### config.mk
export PLATFORM = sky130hd
export DESIGN_NAME = uart_rx
export DESIGN_NICKNAME = d
export VERILOG_FILES = /design/src/rtl/uart_pkg.sv /design/src/rtl/uart_sync2.sv /design/src/rtl/uart_rx.sv
export SDC_FILE = /design/constraint.sdc
export NUM_CORES = 1
export LEC_CHECK = 0
export BUFFER_PORTS_ARGS = -buffer_cell sky130_fd_sc_hd__buf_4
export CAP_MARGIN = 25
export CELL_PAD_IN_SITES_DETAIL_PLACEMENT = 0
export CELL_PAD_IN_SITES_GLOBAL_PLACEMENT = 1
export CORE_UTILIZATION = 49
export CTS_BUF_LIST = sky130_fd_sc_hd__clkbuf_2 sky130_fd_sc_hd__clkbuf_4 sky130_fd_sc_hd__clkbuf_8
export DETAILED_ROUTE_END_ITERATION = 7
export GPL_ROUTABILITY_DRIVEN = 0
export HOLD_SLACK_MARGIN = 0.08
export MAX_ROUTING_LAYER = met4
export PLACE_DENSITY_LB_ADDON = 0.2
export SLEW_MARGIN = 20
export SYNTH_ARGS = -nofsm -noshare
export SYNTH_HDL_FRONTEND = slang
export SYNTH_SLANG_ARGS = --single-unit
### constraint.sdc
create_clock -name clk -period 2.4 [get_ports clk]
set_input_delay 0.48 -clock clk [delete_from_list [all_inputs] [get_ports clk]]
set_output_delay 0.48 -clock clk [all_outputs]
set_load 0.02 [all_outputs]
### src/rtl/uart_pkg.sv
`default_nettype none
// ============================================================================
// Module   : uart_pkg
// Purpose  : Shared UART definitions. These are the default clock and line
//            rates, the derived bit-period divider and counter width, and
//            the receiver state encoding used by both the receiver and the
//            transmitter.
// Revision : 1.0 - initial release
// ============================================================================
package uart_pkg;

    localparam int unsigned c_default_freq = 12000000;
    localparam int unsigned c_default_baud = 9600;
    localparam int unsigned c_div          = c_default_freq / c_default_baud;
    localparam int unsigned c_cnt_w        = $clog2(c_div);

    typedef enum logic [2:0] {
        IDLE  = 3'd0,
        START = 3'd1,
        DATA  = 3'd2,
        STOP  = 3'd3,
        BREAK = 3'd4
    } rx_state_t;

endpackage : uart_pkg
`default_nettype wire

### src/rtl/uart_sync2.sv
`default_nettype none
// ============================================================================
// Module   : uart_sync2
// Purpose  : Two-flop synchronizer that brings an asynchronous level into
//            the clk domain. Both flops reset to 1, so an idle-high serial
//            line does not show a false start edge when reset is released.
// Ports    : clk  - system clock
//            nrst - asynchronous active-low reset
//            i_d  - asynchronous input
//            o_q  - synchronized output (two cycles of latency)
// Revision : 1.0 - initial release
// ============================================================================
module uart_sync2 (
    input  logic clk,
    input  logic nrst,
    input  logic i_d,
    output logic o_q
);

    logic r_meta;
    logic r_sync;

    always_ff @(posedge clk or negedge nrst) begin
        if (!nrst) begin
            r_meta <= 1'b1;
            r_sync <= 1'b1;
        end else begin
            r_meta <= i_d;
            r_sync <= r_meta;
        end
    end

    assign o_q = r_sync;

endmodule : uart_sync2
`default_nettype wire

### src/rtl/uart_rx.sv
`default_nettype none
// ============================================================================
// Module   : uart_rx
// Purpose  : 8N1 UART receiver. The start bit is detected on the
//            synchronized line, is re-checked at mid-bit, and each later bit
//            is sampled one bit period apart. A correctly framed byte is held
//            in rx_data with rx_valid until the consumer acknowledges it.
//            Reception never waits for the consumer.
// Ports    : clk       - system clock
//            nrst      - asynchronous active-low reset
//            rx        - serial line (asynchronous, idle high)
//            rx_data   - last correctly framed byte
//            rx_valid  - rx_data holds an unacknowledged byte
//            rx_ack    - consumer accepts rx_data
//            frame_err - one-cycle pulse when the stop bit is sampled low
//            overrun   - sticky flag: a byte completed while rx_valid was high
//            busy      - receiver is not idle
// Revision : 1.0 - initial release
// ============================================================================
module uart_rx
    import uart_pkg::*;
#(
    parameter int unsigned FREQ = c_default_freq,
    parameter int unsigned BAUD = c_default_baud
) (
    input  logic       clk,
    input  logic       nrst,
    input  logic       rx,
    output logic [7:0] rx_data,
    output logic       rx_valid,
    input  logic       rx_ack,
    output logic       frame_err,
    output logic       overrun,
    output logic       busy
);

    localparam int unsigned c_bit_div = FREQ / BAUD;
    localparam int unsigned c_bit_w   = $clog2(c_bit_div);
    localparam logic [c_bit_w-1:0] c_cnt_last = c_bit_w'(c_bit_div - 1);
    localparam logic [c_bit_w-1:0] c_cnt_half = c_bit_w'(c_bit_div / 2 - 1);

    logic               w_rs;
    rx_state_t          r_state;
    rx_state_t          w_state_nxt;
    logic [c_bit_w-1:0] r_cnt;
    logic [2:0]         r_bit_idx;
    logic [7:0]         r_shift;
    logic [7:0]         r_rx_data;
    logic               r_rx_valid;
    logic               r_frame_err;
    logic               r_overrun;

    logic w_cnt_clr;
    logic w_sample;
    logic w_load;
    logic w_ferr;
    logic w_cnt_last;
    logic w_cnt_half;

    uart_sync2 u_sync (
        .clk  (clk),
        .nrst (nrst),
        .i_d  (rx),
        .o_q  (w_rs)
    );

    assign w_cnt_last = (r_cnt == c_cnt_last);
    assign w_cnt_half = (r_cnt == c_cnt_half);

    always_ff @(posedge clk or negedge nrst) begin
        if (!nrst) begin
            r_state <= IDLE;
        end else begin
            r_state <= w_state_nxt;
        end
    end

    always_comb begin
        w_state_nxt = r_state;
        w_cnt_clr   = 1'b0;
        w_sample    = 1'b0;
        w_load      = 1'b0;
        w_ferr      = 1'b0;
        case (r_state)
            IDLE: begin
                w_cnt_clr = 1'b1;
                if (!w_rs) begin
                    w_state_nxt = START;
                end
            end
            START: begin
                // Mid-start-bit check: a line that is already high again was a glitch.
                if (w_cnt_half) begin
                    w_cnt_clr   = 1'b1;
                    w_state_nxt = w_rs ? IDLE : DATA;
                end
            end
            DATA: begin
                if (w_cnt_last) begin
                    w_sample = 1'b1;
                    if (r_bit_idx == 3'd7) begin
                        w_state_nxt = STOP;
                    end
                end
            end
            STOP: begin
                if (w_cnt_last) begin
                    if (w_rs) begin
                        w_load      = 1'b1;
                        w_state_nxt = IDLE;
                    end else begin
                        w_ferr      = 1'b1;
                        w_state_nxt = BREAK;
                    end
                end
            end
            BREAK: begin
                // Hold off until the line returns high so that a long low
                // break is not taken as a new start bit.
                w_cnt_clr = 1'b1;
                if (w_rs) begin
                    w_state_nxt = IDLE;
                end
            end
            default: begin
                w_cnt_clr   = 1'b1;
                w_state_nxt = IDLE;
            end
        endcase
    end

    // Bit-period counter. It wraps at the end of every bit in DATA and STOP,
    // so each data bit is sampled one full period after the previous one.
    always_ff @(posedge clk or negedge nrst) begin
        if (!nrst) begin
            r_cnt <= '0;
        end else if (w_cnt_clr || w_cnt_last) begin
            r_cnt <= '0;
        end else begin
            r_cnt <= r_cnt + 1'b1;
        end
    end

    always_ff @(posedge clk or negedge nrst) begin
        if (!nrst) begin
            r_bit_idx <= 3'd0;
            r_shift   <= 8'h00;
        end else begin
            if (r_state == IDLE) begin
                r_bit_idx <= 3'd0;
            end else if (w_sample) begin
                r_bit_idx <= r_bit_idx + 3'd1;
            end
            if (w_sample) begin
                r_shift[r_bit_idx] <= w_rs;
            end
        end
    end

    // Output holding register. When a new byte arrives in the same cycle as
    // an acknowledge, the old byte is consumed and the new byte takes its
    // place, so this is not an overrun.
    always_ff @(posedge clk or negedge nrst) begin
        if (!nrst) begin
            r_rx_data   <= 8'h00;
            r_rx_valid  <= 1'b0;
            r_frame_err <= 1'b0;
            r_overrun   <= 1'b0;
        end else begin
            r_frame_err <= w_ferr;
            if (w_load) begin
                r_rx_data  <= r_shift;
                r_rx_valid <= 1'b1;
                if (r_rx_valid && !rx_ack) begin
                    r_overrun <= 1'b1;
                end
            end else if (rx_ack) begin
                r_rx_valid <= 1'b0;
            end
        end
    end

    assign rx_data   = r_rx_data;
    assign rx_valid  = r_rx_valid;
    assign frame_err = r_frame_err;
    assign overrun   = r_overrun;
    assign busy      = (r_state != IDLE);

endmodule : uart_rx
`default_nettype wire

Word level (Yosys, flattened, before mapping)
Cells that the tools add are included.

storage, ports and cells
  bits in registers = 38
  word-level logic and storage cells = 65

cells by class
  add/subtract/negate cells = 2
  multiplexer cells = 27
  equality and inequality tests = 13
  $lt $le $gt $ge = 2
  reduce and logical (&&, ||, !) cells = 11

operators with widths
  cell                   count
  $mux 3                 9
  $pmux 3 s5             1
  $mux 1                 12
  $add 11x1->11 const B  1
  $eq 11x10->1 const B   1
  $eq 11x11->1 const B   1
  $mux 11                1
  $ne 2x2->1 const B     5
  $bwmux 8               1
  $eq 3x2->1 const B     2
  $eq 3x3->1 const B     2
  $reduce_and 6->1       1
  $lt 3x4->1 const B     1
  $reduce_bool 2->1      2
  $add 3x1->3 const B    1
  $demux 1 s3            1
  $eq 3x1->1 const B     1
  $ge 3x1->1 const B     1
  $logic_not 3->1        1
  $reduce_bool 3->1      1
  $logic_and 1x1->1      2
  $mux 2                 1
  $ne 2x1->1 const B     1
  $pmux 1 s2             1
  other kinds (4)        4

Longest topological paths before layout
  word-level depth = 5
  gate-level depth with buffers = 7
  gate-level depth less buffers = 6

By module
Synthesis repeated with hierarchy kept, for this count alone.

second synthesis, totals
  cells, all modules = 166
  area, all modules = 1834.3 µm²

modules (own cells, without submodules)
  module      cells each  area each (µm²)  seq. area each (µm²)  times used
  uart_rx     164         1781.7           900.9                 1
  uart_sync2  2           52.6             52.6                  1

Worst setup path after synthesis
Ideal clock, no wire load.

  kind = reg2reg
  start = register r_cnt[3]
  end = register r_rx_data[0] (netlist: rx_data[0])
  required time = 2.275 ns
  arrival time = 1.742 ns
  clock period less this slack = 1.867 ns
  slack = 0.533 ns
  cell stages (with the launch flop) = 6
  path through = dfrtp_1 > or3_4 > nor3_4 > and4_4 > buf_12 > mux2_4

on the way
  longest elaborated chain between the ends = 3

RTL lines
  what                    RTL line        RTL
  start, declared         uart_rx.sv:45   logic [c_bit_w-1:0] r_cnt;
  start signal, assigned  uart_rx.sv:140  r_cnt <= r_cnt + 1'b1;
  $eq 11x11->1            uart_rx.sv:67   assign w_cnt_last = (r_cnt == c_cnt_last);
  $mux 1                  uart_rx.sv:107  if (w_cnt_last) begin
  $mux 1                  uart_rx.sv:84   case (r_state)
  end signal, assigned    uart_rx.sv:172  r_rx_data <= r_shift;
  end, declared           uart_rx.sv:48   logic [7:0] r_rx_data;

Every way passes these cells.
A chain may end at the register's enable or synchronous reset.

Worst setup path in the final report
  start = register r_state[1]
  end = register r_shift[2]

on the way
  longest elaborated chain between the ends = 2

RTL lines
  what                           RTL line        RTL
  start, declared                uart_rx.sv:43   rx_state_t r_state;
  start signal, assigned         uart_rx.sv:74   r_state <= w_state_nxt;
  $eq 3x2->1                     uart_rx.sv:84
  $mux 1                         uart_rx.sv:84
  end signal, assigned by index  uart_rx.sv:155  r_shift[r_bit_idx] <= w_rs;
  end, declared                  uart_rx.sv:47   logic [7:0] r_shift;

Every way passes these cells.

==> metrics.md <==
| Metric | Value |
|---|---|
| GR Util met3 | `0.06071` |
| Ys flop type | `dfrtp_1` |
| Rows | `22` |
| Fmax | `0.5226 GHz` |
| Leak | `1.052 nW` |
| DRC | `0` |
| Distinct cell type count after synthesis | `42` |
| Post-cts sizing count | `0` |
| Total power | `1.314 mW` |
| Gr busiest metal | `met2` |
| Least-Margin Pin Slew | `0.4593 ns` |
| Clock skew | `0.009069 ns` |
| CTS Hold Bufs | `0` |
| Fin cells | `228` |
| Clock network fraction of total power | `0.496` |
| Number of global-route vias before repair | `1262` |
| Max Transition Viols Final | `0` |
| Net Count, Synth | `171` |
| Final period util | `0.7974` |
| Power density over the cells | `606.6 nW/µm²` |
| Pin count of the biggest net entering global routing | `39` |
| Area growth, synth to finish | `14.79%` |
| Post-Syn Area | `1887 µm²` |
| Sequential fraction of the synthesis area | `0.5053` |
| Die Y | `64.06 µm` |
| I/O pin cnt | `16` |
| Async SR Flop Fraction | `1.000` |
| Yosys warnings | `0` |
| Initial antenna violation count | `0` |
| Crit path kind | `register to register` |
| Post-DP HPWL | `2.206 mm` |
| Setup TNS | `0 ns` |
| Avg WL per Cell | `14.00 µm` |
| CP endpoint kind | `register` |
| Maximum VDD drop | `0.0003188 V` |
| Global route overflow | `0` |
| Sw Share | `0.1909` |
| First-pass GRT wire length | `5.947 mm` |
| Number of fill cells | `317` |
| Worst EP arrival | `2.09 ns` |
| Crit start category | `register` |
| Placed Area | `2028 µm²` |
| Switch Pwr | `0.2508 mW` |
| Die X | `64.06 µm` |
| Clock transition at path regs | `0.08 ns` |
| Mapped Cells | `162` |
| Yosys reg bits | `38` |
| Sequential share of power | `0.492` |
| Worst setup margin | `0.4863 ns` |
| Initial DRC Count | `54` |
| Critical Path RT | `2.58 ns` |
| Final net count | `188` |
| Final Setup Violations | `0` |
| Count of input and output buffers | `15` |
| Gate power share | `0.012` |
| Final core utilization | `0.5872` |
| Initial Utilization | `0.5115` |
| RSZ-0062 raised after global routing | `false` |
| CTS H-tree depth | `2` |
| Max FO, Critical Path | `13` |
| Post-Place Setup Slack | `0.4905 ns` |
| Final instance area | `2166 µm²` |
| Int Pwr | `1.063 mW` |
| Post-Place Cells | `220` |
| Met2 Resource Use GR | `0.2872` |
| Vias per cell | `5.395` |
| DRT Pass-1 Iters | `4` |
| Post-Route WL | `3.193 mm` |
| Via count | `1230` |
| GRT Total Usage | `0.1994` |
| Antenna Diode Count | `0` |
| EDFF count, synth | `0` |
| Status | `finished, final reports clean` |
| CTS tree | `done` |
| Worst hold path type | `input port to async pin` |
| Root buf cell | `clkbuf_8` |
| Share of cells above drive strength 1 | `0.2667` |
| Antenna-violating nets left | `0` |
| Core box area | `3689 µm²` |
| Worst R2R Path Depth | `4` |
| Max Buffers Root-to-Sink | `2` |
| Synth Area per Inst | `11.65 µm²` |
| DIE AREA | `4103 µm²` |
| Met1 usage | `0.2538` |
| FF-to-FF setup slack | `0.49 ns` |
| MaxCap Viol Count | `0` |
| CTS Sinks | `38` |
| Total CTS buffers | `5` |
| Fin. Hold Viols | `0` |
| Tmin final | `1.914 ns` |
| Max transition margin | `0.6938` |
| Clock latency on the worst-skew pair | `0.29 ns` |
| Setup bufs post-CTS | `0` |
| Worst hold slack | `0.1387 ns` |
worst max-delay path, cell delays in order, from the launching register on:
cell and delay, ns:
dfrtp_1 0.57, or4b_1 0.53, nor4_4 0.26, nand2_1 0.11, mux2_1 0.33
power groups by stage:
stage / clock network (mW) / registers (mW) / logic (mW)
final: 0.652 / 0.646 / 0.0162
after global placement: 0 / 0.659 / 0.0173
after floorplan: 0 / 0.656 / 0.00268
after global routing: 0.695 / 0.646 / 0.0198
after CTS: 0.672 / 0.646 / 0.0177
after detailed placement: 0 / 0.659 / 0.0176
cell type report:
type / count / area [µm²] / share of cell area
multi-input cells: 110 / 853.3 / 0.3940
repair buffers: 19 / 142.6 / 0.06586
clock buffers: 5 / 68.82 / 0.03177
well taps: 48 / 60.06 / 0.02773
flip-flops and latches: 38 / 953.4 / 0.4402
inverters: 5 / 18.77 / 0.008666
clock inverters: 3 / 68.82 / 0.03177
cells in the mapped netlist (2+ instances only):
cell	number	share of area
dfrtp_1	36	0.48
nor2_1	16	0.032
nand2_1	14	0.028
nand4_1	10	0.033
mux2_4	8	0.064
mux2_1	6	0.036
xor2_1	6	0.028
ha_1	5	0.033
inv_1	5	0.0099
o21ai_0	5	0.013
clkbuf_1	4	0.0080
nor2b_1	4	0.013
buf_2	3	0.0080
o211ai_1	3	0.012
xnor2_1	3	0.014
a21oi_1	2	0.0053
and2_1	2	0.0066
and4_2	2	0.011
dfstp_2	2	0.028
mux2_2	2	0.012
nand3_1	2	0.0053
or3_1	2	0.0066
placed cells by master, fill, tap and decap left out, types with 2 or more instances in the layout:
master and n:
and2_1 2, nor2_1 16, dfstp_2 2, clkbuf_8 5, bufinv_16 2, nor2b_1 4, a21oi_1 2, xor2_1 6
mux2_2 2, o21ai_0 5, mux2_4 8, and4_2 2, nand4_1 10, xnor2_1 3, nand3_1 2, nand2_1 14
o211ai_1 3, buf_4 19, or3_1 2, inv_1 5, ha_1 5, dfrtp_1 36, mux2_1 6
logic make-up (layout without fill, tap and decap cells):
| kind of cell | after synthesis | in the layout | synth area share |
|---|---|---|---|
| buffers and inverters | 14 | 32 | 0.04244 |
| AOI/OAI and AO/OA | 16 | 16 | 0.05637 |
| xor gates and xnor gates | 9 | 9 | 0.04178 |
| adders and majority gates | 5 | 5 | 0.03316 |
| and+or+nand+nor | 64 | 64 | 0.2095 |
| muxes | 16 | 16 | 0.1114 |
| DFF | 38 | 38 | 0.5053 |
registers in the layout (all words and copies together) (netlist names):
register and count:
r_cnt 11, r_shift 8, u_sync.r_meta 1, u_sync.o_q 1
rx_valid 1, r_bit_idx 3, overrun 1, rx_data 8
r_state 3, frame_err 1
worst paths after layout:
path                                    start       endpoint
worst max-delay path               r_state[1]     r_shift[2]
worst min-delay path                     nrst       r_cnt[5]
worst max register to register     r_state[1]     r_shift[2]
worst min register to register  u_sync.r_meta     u_sync.o_q
max in group asynchronous                nrst  u_sync.r_meta
min in group clk                           rx  u_sync.r_meta
per-layer routing:
metal	wire (µm)	vias up
li1	-	605
met1	1503	591
met2	1512	30
met3	127	4
met4	50	0
met5	0	-
No activity file was read; power rests on OpenSTA's default activity.
